$ cat src/rtl/itch_inst_decoder.sv
// itch_inst_decoder: framed ITCH 5.0 byte stream to order-map instructions
package pipebomb_pkg;
  localparam int ORDER_ID_BITS = 32;
  localparam int QTY_BITS = 32;
  localparam int PRICE_BITS = 32;
  typedef enum logic [2:0] {ITCH_NOP, ITCH_ADD, ITCH_EXECUTE, ITCH_CANCEL, ITCH_DELETE} itch_op_e;
  typedef struct packed {
    logic                     valid;
    itch_op_e                 op;
    logic [ORDER_ID_BITS-1:0] order_id;
    logic                     side;
    logic [QTY_BITS-1:0]      qty;
    logic [PRICE_BITS-1:0]    price;
  } inst_t;
endpackage

module itch_inst_decoder
  import pipebomb_pkg::*;
#(
  parameter int STAT_BITS = 32
) (
  input  logic                 clk,
  input  logic                 rstn,
  input  logic                 in_v,
  output logic                 in_r,
  input  logic [7:0]           in_data,
  input  logic                 in_last,
  output logic                 out_v,
  input  logic                 out_r,
  output inst_t                out_d,
  output logic                 err_pulse,
  output logic [STAT_BITS-1:0] msg_cnt,
  output logic [STAT_BITS-1:0] drop_cnt
);
  localparam logic [1:0] IDLE = 2'd0, BODY = 2'd1, DRAIN = 2'd2, EMIT = 2'd3;

  logic [1:0]           state_q, state_d;
  logic [5:0]           off_q, off_d, len_q, len_d;
  logic [7:0]           typ_q, typ_d;
  logic [63:0]          ref_q, ref_d;
  logic                 side_q, side_d;
  logic [31:0]          qty_q, qty_d, price_q, price_d;
  logic                 err_q, err_d;
  logic [STAT_BITS-1:0] msg_q, msg_d, drop_q, drop_d;
  logic                 fire, is_af, is_ecx, len_err;
  logic [5:0]           in_len;

  assign in_r      = state_q != EMIT;
  assign out_v     = state_q == EMIT;
  assign fire      = in_v && in_r;
  assign err_pulse = err_q;
  assign msg_cnt   = msg_q;
  assign drop_cnt  = drop_q;
  assign is_af     = typ_q == "A" || typ_q == "F";
  assign is_ecx    = typ_q == "E" || typ_q == "C" || typ_q == "X";
  assign in_len    = in_data == "A" ? 6'd36 : in_data == "F" ? 6'd40 : in_data == "E" ? 6'd31 :
                     in_data == "C" ? 6'd36 : in_data == "X" ? 6'd23 : in_data == "D" ? 6'd19 : 6'd0;
  assign len_err   = in_last ^ (off_q == len_q - 6'd1);

  // Frame walker: type byte selects length, body bytes land in fields by offset
  always_comb begin
    state_d = state_q;
    off_d   = off_q;
    len_d   = len_q;
    typ_d   = typ_q;
    ref_d   = ref_q;
    side_d  = side_q;
    qty_d   = qty_q;
    price_d = price_q;
    err_d   = 1'b0;
    msg_d   = msg_q;
    drop_d  = drop_q;
    case (state_q)
      IDLE: if (fire) begin
        typ_d   = in_data;
        len_d   = in_len;
        off_d   = 6'd1;
        ref_d   = '0;
        side_d  = 1'b0;
        qty_d   = '0;
        price_d = '0;
        err_d   = in_len != 6'd0 && in_last;
        drop_d  = (in_len == 6'd0 || in_last) ? drop_q + STAT_BITS'(1) : drop_q;
        state_d = in_last ? IDLE : in_len != 6'd0 ? BODY : DRAIN;
      end
      BODY: if (fire) begin
        off_d   = off_q + 6'd1;
        ref_d   = (off_q >= 6'd11 && off_q <= 6'd18) ? {ref_q[55:0], in_data} : ref_q;
        side_d  = (is_af && off_q == 6'd19) ? in_data == "S" : side_q;
        qty_d   = ((is_af && off_q >= 6'd20 && off_q <= 6'd23) || (is_ecx && off_q >= 6'd19 && off_q <= 6'd22)) ?
                  {qty_q[23:0], in_data} : qty_q;
        price_d = (is_af && off_q >= 6'd32 && off_q <= 6'd35) ? {price_q[23:0], in_data} : price_q;
        err_d   = len_err;
        drop_d  = len_err ? drop_q + STAT_BITS'(1) : drop_q;
        state_d = off_q == len_q - 6'd1 ? (in_last ? EMIT : DRAIN) : in_last ? IDLE : BODY;
      end
      DRAIN: state_d = (fire && in_last) ? IDLE : DRAIN;
      default: begin
        state_d = out_r ? IDLE : EMIT;
        msg_d   = out_r ? msg_q + STAT_BITS'(1) : msg_q;
      end
    endcase
  end

  // Instruction is a pure view of the captured fields, zero outside EMIT
  always_comb begin
    out_d = '0;
    if (state_q == EMIT) begin
      out_d.valid    = 1'b1;
      out_d.op       = is_af ? ITCH_ADD : (typ_q == "E" || typ_q == "C") ? ITCH_EXECUTE :
                       typ_q == "X" ? ITCH_CANCEL : ITCH_DELETE;
      out_d.order_id = ref_q[ORDER_ID_BITS-1:0];
      out_d.side     = side_q;
      out_d.qty      = qty_q[QTY_BITS-1:0];
      out_d.price    = price_q[PRICE_BITS-1:0];
    end
  end

  // State and field registers
  always_ff @(posedge clk or negedge rstn) begin
    if (!rstn) begin
      state_q <= IDLE;
      off_q   <= '0;
      len_q   <= '0;
      typ_q   <= '0;
      ref_q   <= '0;
      side_q  <= 1'b0;
      qty_q   <= '0;
      price_q <= '0;
      err_q   <= 1'b0;
      msg_q   <= '0;
      drop_q  <= '0;
    end else begin
      state_q <= state_d;
      off_q   <= off_d;
      len_q   <= len_d;
      typ_q   <= typ_d;
      ref_q   <= ref_d;
      side_q  <= side_d;
      qty_q   <= qty_d;
      price_q <= price_d;
      err_q   <= err_d;
      msg_q   <= msg_d;
      drop_q  <= drop_d;
    end
  end
endmodule

$ cat config.mk
export PLATFORM = sky130hd
export DESIGN_NAME = itch_inst_decoder
export DESIGN_NICKNAME = d
export VERILOG_FILES = /design/src/rtl/itch_inst_decoder.sv
export SDC_FILE = /design/constraint.sdc
export NUM_CORES = 1
export LEC_CHECK = 0
export ABC_CLOCK_PERIOD_IN_PS = 4500
export CAP_MARGIN = 20
export CORE_MARGIN = 5
export CORE_UTILIZATION = 58
export CTS_BUF_LIST = sky130_fd_sc_hd__clkbuf_4
export CTS_CLUSTER_DIAMETER = 150
export DETAILED_ROUTE_END_ITERATION = 7
export PLACE_DENSITY = 0.89
export REMOVE_ABC_BUFFERS = 1
export SLEW_MARGIN = 20
export SYNTH_ARGS = -nofsm -noshare
export SYNTH_HDL_FRONTEND = slang
export SYNTH_SLANG_ARGS = --single-unit
export TNS_END_PERCENT = 5
$ cat constraint.sdc
create_clock -name clk -period 4.5 [get_ports clk]
set_clock_uncertainty 0.1 [all_clocks]
set_input_delay 0.45 -clock clk [delete_from_list [all_inputs] [get_ports clk]]
set_output_delay 0.45 -clock clk [all_outputs]
set_load 0.02 [all_outputs]
### Yosys cells after proc, flatten, opt, wreduce, memory -nomap -nowiden

Cells that the tools add are included.

| word-level totals | value |
|---|---|
| register bits after elaboration | 184 |
| bits of input ports | 13 |
| output and inout port bits | 168 |
| word-level logic and storage cells | 127 |

| operators by class | value |
|---|---|
| add/subtract/negate cells | 4 |
| magnitude comparators | 8 |
| equality and inequality tests | 26 |
| mux-type cells | 46 |
| bitwise logic cells | 2 |
| reduce and logical (&&, ||, !) cells | 30 |

Operators with widths:

| kind | count |
|---|---|
| 32-bit two-way mux | 12 |
| 32-bit one-hot mux with 2 select lines | 4 |
| 101-bit two-way mux | 1 |
| 8-bit by 7-bit equality test with 1-bit output (second input constant) | 12 |
| 32-bit by 1-bit adder with 32-bit output (second input constant) | 2 |
| 6-bit two-way mux | 6 |
| 6-bit by 5-bit <= comparator with 1-bit output (second input constant) | 3 |
| 2-bit inequality test (second input constant) | 9 |
| 4-bit AND reduction | 4 |
| 2-bit two-way mux | 7 |
| 6-bit by 5-bit greater-or-equal comparator with 1-bit output (second input constant) | 2 |
| 6-bit one-hot mux with 2 select lines | 1 |
| 1-bit logical AND | 11 |
| 5-bit two-way mux | 2 |
| 3-bit two-way mux | 3 |
| 1-bit two-way mux | 7 |
| 6-bit by 1-bit adder with 6-bit output (second input constant) | 1 |
| 6-bit by 5-bit equality test with 1-bit output (second input constant) | 1 |
| 6-bit equality test | 1 |
| 6-bit by 4-bit greater-or-equal comparator with 1-bit output (second input constant) | 1 |
| 6-bit greater-or-equal comparator (second input constant) | 1 |
| 6-bit <= comparator (second input constant) | 1 |
| 6-bit zero test | 1 |
| 2-bit one-hot mux with 3 select lines | 1 |
| other kinds (14) | 22 |

### Depth between registers and ports, before layout

Gate-level depths: netlist of the first run.

| logic depth | value |
|---|---|
| depth after elaboration | 12 |
| depth in mapped cells | 9 |

### Worst setup path after synthesis of the first run

Ideal clock, no wire load.

| path | value |
|---|---|
| kind | reg2reg |
| start point | register len_q[4] |
| end point | register drop_q[1] (netlist: drop_cnt[1]) |
| setup time | 0.125 ns |
| arrival time | 2.540 ns |
| required time | 4.275 ns |
| path slack | 1.736 ns |
| stages on the path, launching flop included | 10 |
| path buffers | 1 |
| period minus slack after synthesis | 2.764 ns |
| path through | dfrtp_1 > inv_1 > ha_1 > xor2_1 > or3_4 > a2111oi_4 > xnor2_1 > buf_2 > a21oi_1 > mux2_2 |

| between the ends | value |
|---|---|
| word-level cells in the longest chain between the ends | 5 |

RTL lines:

| item | line | text |
|---|---|---|
| start: declaration | 38 | `logic [5:0] off_q, off_d, len_q, len_d;` |
| start signal: assignment | 136 | `len_q <= len_d;` |
| 6-bit by 1-bit subtractor with 6-bit output | 58 | `assign len_err = in_last ^ (off_q == len_q - 6'd1);` |
| 6-bit equality test | 58 |  |
| 1-bit bitwise XOR | 58 |  |
| 2-bit inequality test (no line) | - |  |
| 5-bit AND reduction (no line) | - |  |
| end signal: assignment | 144 | `drop_q <= drop_d;` |
| end: declaration | 44 | `logic [STAT_BITS-1:0] msg_q, msg_d, drop_q, drop_d;` |

Every way passes these cells.
A chain may end at the register's enable or synchronous reset.

==> impl_table.tex, run 1 <==
\begin{tabular}{lr}
\hline
Metric & Value \\
\hline
\multicolumn{2}{l}{\textbf{Status}} \\
Outcome & finished clean \\
\multicolumn{2}{l}{\textbf{Synthesis}} \\
Number of synthesized flops with an enable pin & 0 \\
FFs w/ async S/R, synth & 1.00 \\
Cells after synthesis & around 850 \\
Synth cell types & 54 \\
Largest cells by area after synthesis & sky130\_fd\_sc\_hd\_\_dfrtp\_1, sky130\_fd\_sc\_hd\_\_a22o\_1, sky130\_fd\_sc\_hd\_\_and3\_1 \\
Most used standard cell by instance count after synthesis & sky130\_fd\_sc\_hd\_\_dfrtp\_1 \\
Most used flip-flop cell after synthesis & sky130\_fd\_sc\_hd\_\_dfrtp\_1 \\
Count of state elements after synthesis & 182 \\
Dominant cell type by area after synthesis & sky130\_fd\_sc\_hd\_\_dfrtp\_1 \\
Share of the synthesized area in the top cell type & 0.512 \\
Synth Cell Area & 8890 um2 \\
Yosys synthesis warning count & 0 \\
Sequential share of the synthesized area & 0.512 \\
Most used standard cells in the synthesized netlist & sky130\_fd\_sc\_hd\_\_dfrtp\_1, sky130\_fd\_sc\_hd\_\_nand2\_1, sky130\_fd\_sc\_hd\_\_and3\_1 \\
Mean Syn Cell Area & 10.5 um2 \\
\multicolumn{2}{l}{\textbf{Layout}} \\
Fraction of layout cells with a size suffix above 1 & 0.0819 \\
Utilization after layout & 0.743 \\
Count of nets after finishing & 1019 \\
Signed area change from the synthesized netlist to the final layout & 26.1\% \\
Final instance area & 11200 um2 \\
\multicolumn{2}{l}{\textbf{Worst hold path}} \\
Worst min-delay path class & in -> async \\
\multicolumn{2}{l}{\textbf{Clock tree}} \\
CTS Sinks & 182 \\
TritonCTS clock tree & yes \\
Reg clk slew, reported paths & 0.15 ns \\
CTS Buf Count & 17 \\
Post-CTS Setup Bufs & 0 \\
Clk Latency, worst-skew pair & 0.58 ns \\
H-tree Lvls & 4 \\
Resize count post-CTS & 0 \\
CTS hold repair buffers & 1 \\
Root Driver & sky130\_fd\_sc\_hd\_\_clkbuf\_4 \\
Worst-case clock buffer depth & 2 \\
\multicolumn{2}{l}{\textbf{Placement}} \\
Port-buffer cells & 180 \\
Detailed Place HPWL & 15.4 mm \\
Placed instance area & 10800 um2 \\
Worst setup slack after placement & between 1 and 1.5 ns \\
Placer's final routability congestion estimate & 0.841 \\
\multicolumn{2}{l}{\textbf{Drt}} \\
Routed Wire Length & 22.6 mm \\
Average detailed-routed wire length per instance & 18.8 um \\
Post-route DRC & 0 \\
Number of nets with antenna violations after routing & 0 \\
DRT iter0 DRCs & 517 \\
Number of optimization iterations in the first detailed-route pass & 5 \\
Via density & 5.96 \\
Via total after detailed routing & approximately 7.2k \\
\multicolumn{2}{l}{\textbf{Worst setup path}} \\
Endpoint of the worst-slack reg-to-reg timing path & drop\_cnt[31] \\
Buffers and inverters on the worst path & 2 \\
Largest fanout of any net on the critical path & 93 \\
Minimum setup slack among reg-to-reg paths & 1.13 ns \\
Launch point of the worst reg-to-reg path & len\_q[4] \\
Slowest cell on crit path & sky130\_fd\_sc\_hd\_\_dfrtp\_4 \\
Data arrival time at the worst-slack endpoint & 2.91 ns \\
Cell Chain, Critical Path & buf\_4 -> and3\_1 -> clkdlybuf4s50\_1 \\
Critical Path End Type & output port \\
Length in cells of the worst reg-to-reg path & 9 \\
Launching element type of the critical path & flip-flop \\
CP peak stage delay & a little over 1 ns \\
Family with the most delay on the worst path & buffers and inverters \\
Critical path data required time & just under 4 ns \\
Worst Setup Path Type & reg -> out \\
\multicolumn{2}{l}{\textbf{Power}} \\
Power density over cell area & 426 nW/um2 \\
Peak supply drop & roughly 340 uV \\
Leakage dissipation & 0.00506 uW \\
\multicolumn{2}{l}{\textbf{Timing}} \\
Highest Clock Rate & 289 MHz \\
Final critical-path share of the clock period & 0.770 \\
Post-layout minimum cycle time & 3.46 ns \\
Pins Over Slew Limit & 0 \\
Unrepaired setup endpoints after global routing & false \\
Number of setup violations in the final report & 0 \\
Hold violation total from the final report & 0 \\
Final critical-path setup slack & 1.04 ns \\
Setup TNS after final layout & 0 ns \\
Max\_slew headroom & 0.424 \\
Worst Hold Margin & 0.379 ns \\
Measured slew at the worst slew-check pin & 0.864 ns \\
\multicolumn{2}{l}{\textbf{Flow run}} \\
Max-cap check violation count & 0 \\
\multicolumn{2}{l}{\textbf{Floorplanning}} \\
Height of the die & 134 um \\
Starting density of the core & 0.589 \\
Full die area & 17900 um2 \\
IO Pins & 181 \\
Number of core rows & 45 \\
Core region area & 15100 um2 \\
Horizontal die dimension & 134 um \\
\multicolumn{2}{l}{\textbf{Global routing}} \\
Number of antenna violations at the first check in global routing & 0 \\
Pin count of the biggest net entering global routing & 95 \\
Grt ovf & 0 \\
Combined global-route utilization of all metal layers & 0.253 \\
First-pass GRT wire length & between 30 and 40 mm \\
Vias in the first global route & 7079 \\
\hline
\end{tabular}
==> layer usage <==
| layer | up-vias | part of all wire | GRT usage |
|---|---|---|---|
| met5 | - | 0 | 0 |
| met4 | 0 | 0.026 | 0.0869 |
| met3 | 42 | 0.054 | 0.0619 |
| met2 | 225 | 0.50 | 0.415 |
| met1 | 3592 | 0.42 | 0.333 |
| li1 | 3301 | - | - |
==> placed cells by master (no fill, tap or decap), drive strengths merged, types with 5 or more instances in the layout <==
| master | n |
|---|---|
| nand4 | 15 |
| o21ai | 11 |
| buf | 13 |
| a21oi | 7 |
| xor2 | 38 |
| ha | 6 |
| a211oi | 8 |
| nand2 | 101 |
| and3 | 72 |
| xnor2 | 30 |
| nand3 | 32 |
| dfrtp | 182 |
| bufinv | 6 |
| clkdlybuf4s50 | 179 |
| clkbuf | 18 |
| mux2i | 34 |
| nor2 | 56 |
| a22o | 64 |
| inv | 47 |
| a2111oi | 23 |
| nor3 | 6 |
| and4 | 8 |
| mux2 | 5 |
==> sequential cells by signal (all words and copies together), names as in the netlist <==
register and count:
ref_q 32, state_q 2, side_q 1, drop_cnt 32, qty_q 32, price_q 32
msg_cnt 32, off_q 6, err_pulse 1, len_q 4, typ_q 8
==> final cells by class <==
class	instances	area, um2
Sequential cell	182	4560
Multi-Input combinational cell	561	3950
Clock buffer	17	128
Antenna cell	1	2.50
Tap cell	188	235
Fill cell	1014	3880
Timing Repair Buffer	194	1910
Clock inverter	15	250
Inverter	44	165
==> where the power goes <==
group,internal (uW),total (uW),switching (uW)
Combinational,534,1420,883
Sequential,1840,2230,385
Clock,558,1140,578
==> cell families after synthesis <==
| family | synth area share |
|---|---|
| compound gates | 0.141 |
| xor+xnor | 0.0670 |
| fa+ha+maj | 0.00845 |
| buf+inv | 0.0477 |
| flops | 0.512 |
| mux | 0.0446 |
| simple gates | 0.179 |
==> per-stage QoR <==
stage	instances	power (uW)
5_1_grt	1201	5010
4_1_cts	1201	4780
3_3_place_gp	1168	3590
2_1_floorplan	787	3010
6_report	1202	4780
3_5_place_dp	1168	3650
==> worst max path at each step <==
stage               start      endpoint  slack, ns  cells after the start
3_3_place_gp     len_q[4]  drop_cnt[31]       1.25                      9
2_1_floorplan  state_q[0]      qty_q[1]      -1.08                      5
3_5_place_dp     len_q[4]  drop_cnt[31]       1.22                      9
6_report       state_q[0]     out_d[89]       1.04                      3
5_1_grt        state_q[0]     out_d[41]       0.85                      4
4_1_cts        state_q[0]     out_d[89]       1.00                      3
No activity file was read; power rests on OpenSTA's default activity.
==> run 2, diff against run 1 <==
ABC_CLOCK_PERIOD_IN_PS = 2900   (was 4500)
CORE_UTILIZATION = 48   (was 58)
PLACE_DENSITY = 0.78   (was 0.89)
clock period = 2.9 ns   (was 4.5 ns; I/O delays follow)
==> impl_table.tex, run 2 (same netlist as run 1, synthesis figures left out) <==
\begin{tabular}{lr}
\hline
Metric & Value \\
\hline
\multicolumn{2}{l}{\textbf{Timing}} \\
Measured slew at the worst slew-check pin & roughly 1.0 ns \\
Pins Over Slew Limit & 0 \\
Unrepaired setup endpoints after global routing & true \\
Final critical-path share of the clock period & 0.959 \\
Setup TNS after final layout & 0 ns \\
Post-layout minimum cycle time & 2.78 ns \\
Worst Hold Margin & 0.177 ns \\
Highest Clock Rate & 360 MHz \\
Number of setup violations in the final report & 0 \\
Max\_slew headroom & 0.316 \\
Hold violation total from the final report & 0 \\
\multicolumn{2}{l}{\textbf{Worst setup path}} \\
Cell Chain, Critical Path & buf\_4 -> and3\_1 -> clkdlybuf4s50\_1 \\
Depth of the critical timing path with buffers and inverters included & 3 \\
Family with the most delay on the worst path & buffers and inverters \\
Setup crit end & out\_d[73] \\
Critical Path End Type & output port \\
Minimum setup slack among reg-to-reg paths & 0.14 ns \\
Data arrival time at the worst-slack endpoint & approximately 2.4 ns \\
Slowest cell on crit path & sky130\_fd\_sc\_hd\_\_clkdlybuf4s50\_1 \\
CP peak stage delay & 0.62 ns \\
Buffers and inverters on the worst path & 2 \\
Launching element type of the critical path & flip-flop \\
Beginning of the critical path & state\_q[0] \\
Length in cells of the worst reg-to-reg path & 9 \\
Worst Setup Path Type & reg -> out \\
Endpoint of the worst-slack reg-to-reg timing path & drop\_cnt[31] \\
Largest fanout of any net on the critical path & 32 \\
Launch point of the worst reg-to-reg path & len\_q[4] \\
Critical path data required time & about 2.5 ns \\
\multicolumn{2}{l}{\textbf{Global routing}} \\
Global-route track usage on met1 & 0.295 \\
Grt peak-use layer & met2 \\
GR met3 Demand/Resource & 0.0459 \\
Vias in the first global route & 7034 \\
First-pass GRT wire length & $\sim$37 mm \\
Number of antenna violations at the first check in global routing & 2 \\
Combined global-route utilization of all metal layers & 0.215 \\
Pin count of the biggest net entering global routing & 70 \\
Grt ovf & 0 \\
Met2 track utilization from global routing & 0.344 \\
\multicolumn{2}{l}{\textbf{Floorplanning}} \\
Height of the die & 146 um \\
Core region area & 18100 um2 \\
IO Pins & 181 \\
Full die area & 21300 um2 \\
Horizontal die dimension & 146 um \\
Starting density of the core & 0.491 \\
Number of core rows & just under 50 \\
\multicolumn{2}{l}{\textbf{Clock tree}} \\
Clk Latency, worst-skew pair & $\sim$0.56 ns \\
Reg clk slew, reported paths & 0.15 ns \\
Root Driver & sky130\_fd\_sc\_hd\_\_clkbuf\_4 \\
H-tree Lvls & 4 \\
Worst-case clock buffer depth & 2 \\
CTS Sinks & 182 \\
CTS Buf Count & 17 \\
TritonCTS clock tree & yes \\
\multicolumn{2}{l}{\textbf{Drt}} \\
Number of optimization iterations in the first detailed-route pass & 5 \\
Via density & between 5 and 6 \\
Number of nets with antenna violations after routing & 0 \\
DRT iter0 DRCs & 477 \\
Average detailed-routed wire length per instance & roughly 18 um \\
Via total after detailed routing & slightly above 7k \\
Post-route DRC & 0 \\
Routed Wire Length & 22.9 mm \\
\multicolumn{2}{l}{\textbf{Power}} \\
Total power after layout & 7310 uW \\
Leakage dissipation & 0.00518 uW \\
Peak supply drop & 408 uV \\
Power density over cell area & 640 nW/um2 \\
\multicolumn{2}{l}{\textbf{Placement}} \\
DP Cell Count & 1230 \\
Placer's final routability congestion estimate & 0.869 \\
Port-buffer cells & 180 \\
Detailed Place HPWL & 15.9 mm \\
\multicolumn{2}{l}{\textbf{Layout}} \\
Reg area & 4560 um2 \\
Count of nets after finishing & 1041 \\
Signed area change from the synthesized netlist to the final layout & 28.6\% \\
Post-route non-filler standard cell count & 1265 \\
Commonest non-fill, non-tap cells in the layout & sky130\_fd\_sc\_hd\_\_dfrtp\_1, sky130\_fd\_sc\_hd\_\_clkdlybuf4s50\_1, sky130\_fd\_sc\_hd\_\_nand2\_1 \\
Fraction of layout cells with a size suffix above 1 & 0.104 \\
Leading cell type in the layout, fill and taps excluded & sky130\_fd\_sc\_hd\_\_dfrtp\_1 \\
Area of the multi-input gates & a little under 4000 um2 \\
Filler cells & 1457 \\
\multicolumn{2}{l}{\textbf{Flow run}} \\
Max-cap check violation count & 0 \\
\multicolumn{2}{l}{\textbf{Worst hold path}} \\
Worst min-delay path class & in -> async \\
\multicolumn{2}{l}{\textbf{Status}} \\
Outcome & finished clean \\
\hline
\end{tabular}
run 2: how the worst min path moves through the flow:
stage / end / slack [ns] / cells past startpoint / start
floorplan: drop_cnt[0] / -0.11 / 0 / rstn
global placement: off_q[5] / 0.25 / 1 / rstn
global route: off_q[5] / 0.20 / 2 / rstn
CTS: drop_cnt[5] / 0.17 / 2 / rstn
detailed placement: off_q[5] / 0.25 / 1 / rstn
finish: drop_cnt[1] / 0.18 / 2 / rstn
run 2: cell type report:
cell class | count | area share
sequential | 182 | 0.399
multi-input combinational | 561 | 0.346
timing repair buffer | 216 | 0.187
tap | 229 | 0.0251
clock inverter | 13 | 0.0157
inverter | 44 | 0.0144
clock buffer | 19 | 0.0125
antenna | 1 | 0.000219
run 2: metal layers:
layer / routed length (um) / share of wire / vias to the layer above
li1: - / - / 3335
met1: 10100 / 0.44 / 3518
met2: 11100 / 0.49 / 216
met3: 1220 / 0.053 / 41
met4: 497 / 0.022 / 2
met5: 12 / 0.00052 / -
run 2: stage by stage:
step,cell area (um2),setup slack (ns),util
floorplan,8630,-2.68,-
global placement,11100,0.150,0.612
detailed placement,11100,0.0847,0.612
CTS,11400,0.0534,0.631
global route,11400,-0.00414,0.632
finish,11400,0.120,0.632
run 2: repair_timing:
action                                 CTS  global route
hold buffers                             1             0
endpoints found under the hold margin   65             0
gates resized for setup                  4             6
setup endpoints to repair                2            42
pin swaps                                0             1
buffers inserted                         0             1
run 2: worst reg2reg max path, cell delays in order, from the launching register on:
cell and delay [ns]:
sky130_fd_sc_hd__dfrtp_1 0.38, sky130_fd_sc_hd__inv_1 0.08, sky130_fd_sc_hd__ha_1 0.22, sky130_fd_sc_hd__xor2_1 0.17, sky130_fd_sc_hd__or3_4 0.40, sky130_fd_sc_hd__a2111oi_4 0.37
sky130_fd_sc_hd__xnor2_2 0.12, sky130_fd_sc_hd__buf_12 0.20, sky130_fd_sc_hd__a2111oi_1 0.49, sky130_fd_sc_hd__xor2_1 0.18
run 2: report_power, final:
group	switching, uW	internal, uW
Sequential	400	2860
Combinational	1570	917
Clock	863	704
==> run 3, diff against run 2 <==
CAP_MARGIN = 40   (was 20)
==> impl_table.tex, run 3 (same netlist as run 1, synthesis figures left out) <==
\begin{tabular}{lr}
\hline
Metric & Value \\
\hline
\multicolumn{2}{l}{\textbf{Clock tree}} \\
Clk Latency, worst-skew pair & 0.57 ns \\
CTS Sinks & 182 \\
Root Driver & sky130\_fd\_sc\_hd\_\_clkbuf\_4 \\
Worst-case clock buffer depth & 2 \\
CTS Buf Count & 17 \\
Reg clk slew, reported paths & 0.14 ns \\
H-tree Lvls & 4 \\
TritonCTS clock tree & yes \\
\multicolumn{2}{l}{\textbf{Placement}} \\
Port-buffer cells & 180 \\
Worst setup slack after placement & 0.0932 ns \\
Placed instance area & about 11000 um2 \\
Detailed Place HPWL & 16.0 mm \\
DP Cell Count & 1231 \\
Placer's final routability congestion estimate & 0.869 \\
\multicolumn{2}{l}{\textbf{Layout}} \\
Signed area change from the synthesized netlist to the final layout & 28.2\% \\
Commonest non-fill, non-tap cells in the layout & sky130\_fd\_sc\_hd\_\_dfrtp\_1, sky130\_fd\_sc\_hd\_\_clkdlybuf4s50\_1, sky130\_fd\_sc\_hd\_\_nand2\_1 \\
Fraction of layout cells with a size suffix above 1 & 0.102 \\
Final instance area & between 10000 and 15000 um2 \\
Filler cells & 1457 \\
Leading cell type in the layout, fill and taps excluded & sky130\_fd\_sc\_hd\_\_dfrtp\_1 \\
Post-route non-filler standard cell count & 1266 \\
Count of nets after finishing & between 1k and 1.5k \\
\multicolumn{2}{l}{\textbf{Power}} \\
Clk network pwr share & 0.195 \\
Internal power & 4320 uW \\
Switching share of total power & 0.397 \\
Part of the power in registers & 0.455 \\
Power density over cell area & around 630 nW/um2 \\
Power spent charging and discharging nets & between 2000 and 3000 uW \\
Peak supply drop & 376 uV \\
Combinational share of power & 0.350 \\
Leakage dissipation & about 0.0052 uW \\
\multicolumn{2}{l}{\textbf{Floorplanning}} \\
Starting density of the core & 0.491 \\
Number of core rows & approximately 50 \\
Horizontal die dimension & 146 um \\
Height of the die & 146 um \\
Core region area & 18100 um2 \\
Full die area & 21300 um2 \\
IO Pins & 181 \\
\multicolumn{2}{l}{\textbf{Timing}} \\
Final critical-path setup slack & 0.0824 ns \\
Measured slew at the worst slew-check pin & around 0.72 ns \\
Max\_slew headroom & 0.518 \\
Setup TNS after final layout & 0 ns \\
Unrepaired setup endpoints after global routing & true \\
Number of setup violations in the final report & 0 \\
Hold violation total from the final report & 0 \\
Pins Over Slew Limit & 0 \\
Post-layout minimum cycle time & 2.82 ns \\
Worst Hold Margin & about 0.16 ns \\
Highest Clock Rate & between 300 and 400 MHz \\
Final critical-path share of the clock period & 0.972 \\
\multicolumn{2}{l}{\textbf{Global routing}} \\
Vias in the first global route & 7033 \\
Grt ovf & 0 \\
Number of antenna violations at the first check in global routing & 2 \\
First-pass GRT wire length & 37.6 mm \\
Pin count of the biggest net entering global routing & 70 \\
Combined global-route utilization of all metal layers & 0.215 \\
\multicolumn{2}{l}{\textbf{Status}} \\
Outcome & finished clean \\
\multicolumn{2}{l}{\textbf{Worst setup path}} \\
Critical path data required time & between 2 and 3 ns \\
Slowest cell on crit path & sky130\_fd\_sc\_hd\_\_clkdlybuf4s50\_1 \\
Worst Setup Path Type & reg -> out \\
Cell Chain, Critical Path & buf\_4 -> and3\_1 -> clkdlybuf4s50\_1 \\
Largest fanout of any net on the critical path & 43 \\
Data arrival time at the worst-slack endpoint & 2.43 ns \\
Length in cells of the worst reg-to-reg path & 9 \\
CP peak stage delay & 0.67 ns \\
Launching element type of the critical path & flip-flop \\
Critical Path End Type & output port \\
\multicolumn{2}{l}{\textbf{Flow run}} \\
Max-cap check violation count & 0 \\
\multicolumn{2}{l}{\textbf{Drt}} \\
Via total after detailed routing & approximately 7.1k \\
DRT iter0 DRCs & 530 \\
Number of optimization iterations in the first detailed-route pass & 4 \\
Post-route DRC & 0 \\
Number of nets with antenna violations after routing & 0 \\
Routed Wire Length & 23.0 mm \\
Average detailed-routed wire length per instance & around 18 um \\
Via density & between 5 and 6 \\
\multicolumn{2}{l}{\textbf{Worst hold path}} \\
Worst min-delay path class & in -> async \\
\hline
\end{tabular}
[run 3: cell count changes in the layout (fill, tap and decap cells not counted), sizes merged]
| cell | change |
|---|---|
| clkinvlp | +1 |
| bufinv | -2 |
| inv | +1 |
| buf | +1 |
[run 3: worst paths after layout]
kind	start	endpoint	slack, ns
worst max-delay path	state_q[1]	out_d[1]	0.08
max in group asynchronous	rstn	price_q[19]	1.84
worst min register to register	drop_cnt[31]	drop_cnt[31]	0.38
worst min-delay path	rstn	off_q[5]	0.16
worst max register to register	len_q[4]	drop_cnt[31]	0.15
min in group clk	out_r	msg_cnt[0]	0.31
[run 3: power by group through the flow]
stage	clock network (uW)	registers (uW)	logic [uW]
finish	1400	3260	2500
CTS	1430	3250	2510
global placement	0	3280	2430
floorplan	0	3500	1180
global route	1560	3320	2720
detailed placement	0	3300	2500
[run 3: what timing repair did]
action                     CTS  global route
resized for setup            2             4
pin swaps                    0             1
hold endpoints to repair    65             0
setup endpoints to repair    2            80
hold buffers                 1             0
buffers inserted             0             1
[run 3: cell type report]
type	count	area, um2	share of cell area
sequential	182	4560	0.400
multi-input combinational	561	3950	0.347
timing repair buffer	217	2150	0.189
tap	229	287	0.0252
inverter	44	165	0.0145
clock buffer	19	143	0.0125
clock inverter	13	130	0.0114
antenna	1	2.50	0.000220
[run 3: routing by layer]
metal / global-route usage / vias to the layer above / wire length (um)
met5: 0 / - / 13
met4: 0.0833 / 2 / 665
met3: 0.0496 / 45 / 1200
met2: 0.341 / 207 / 10900
met1: 0.291 / 3491 / 10200
li1: - / 3328 / -
[run 3: through the flow]
| step | power, uW | util |
|---|---|---|
| floorplan | 4680 | - |
| global placement | 5710 | 0.612 |
| detailed placement | 5790 | 0.613 |
| CTS | 7180 | 0.629 |
| global route | 7600 | 0.630 |
| finish | 7160 | 0.630 |
[run 3: critical path, delay by kind of cell, from the launching register on]
kind | cells | cell delay (ns)
flip-flops | 1 | 0.58
AND/OR/NAND/NOR | 1 | 0.22
buffers and inverters | 2 | 1.07
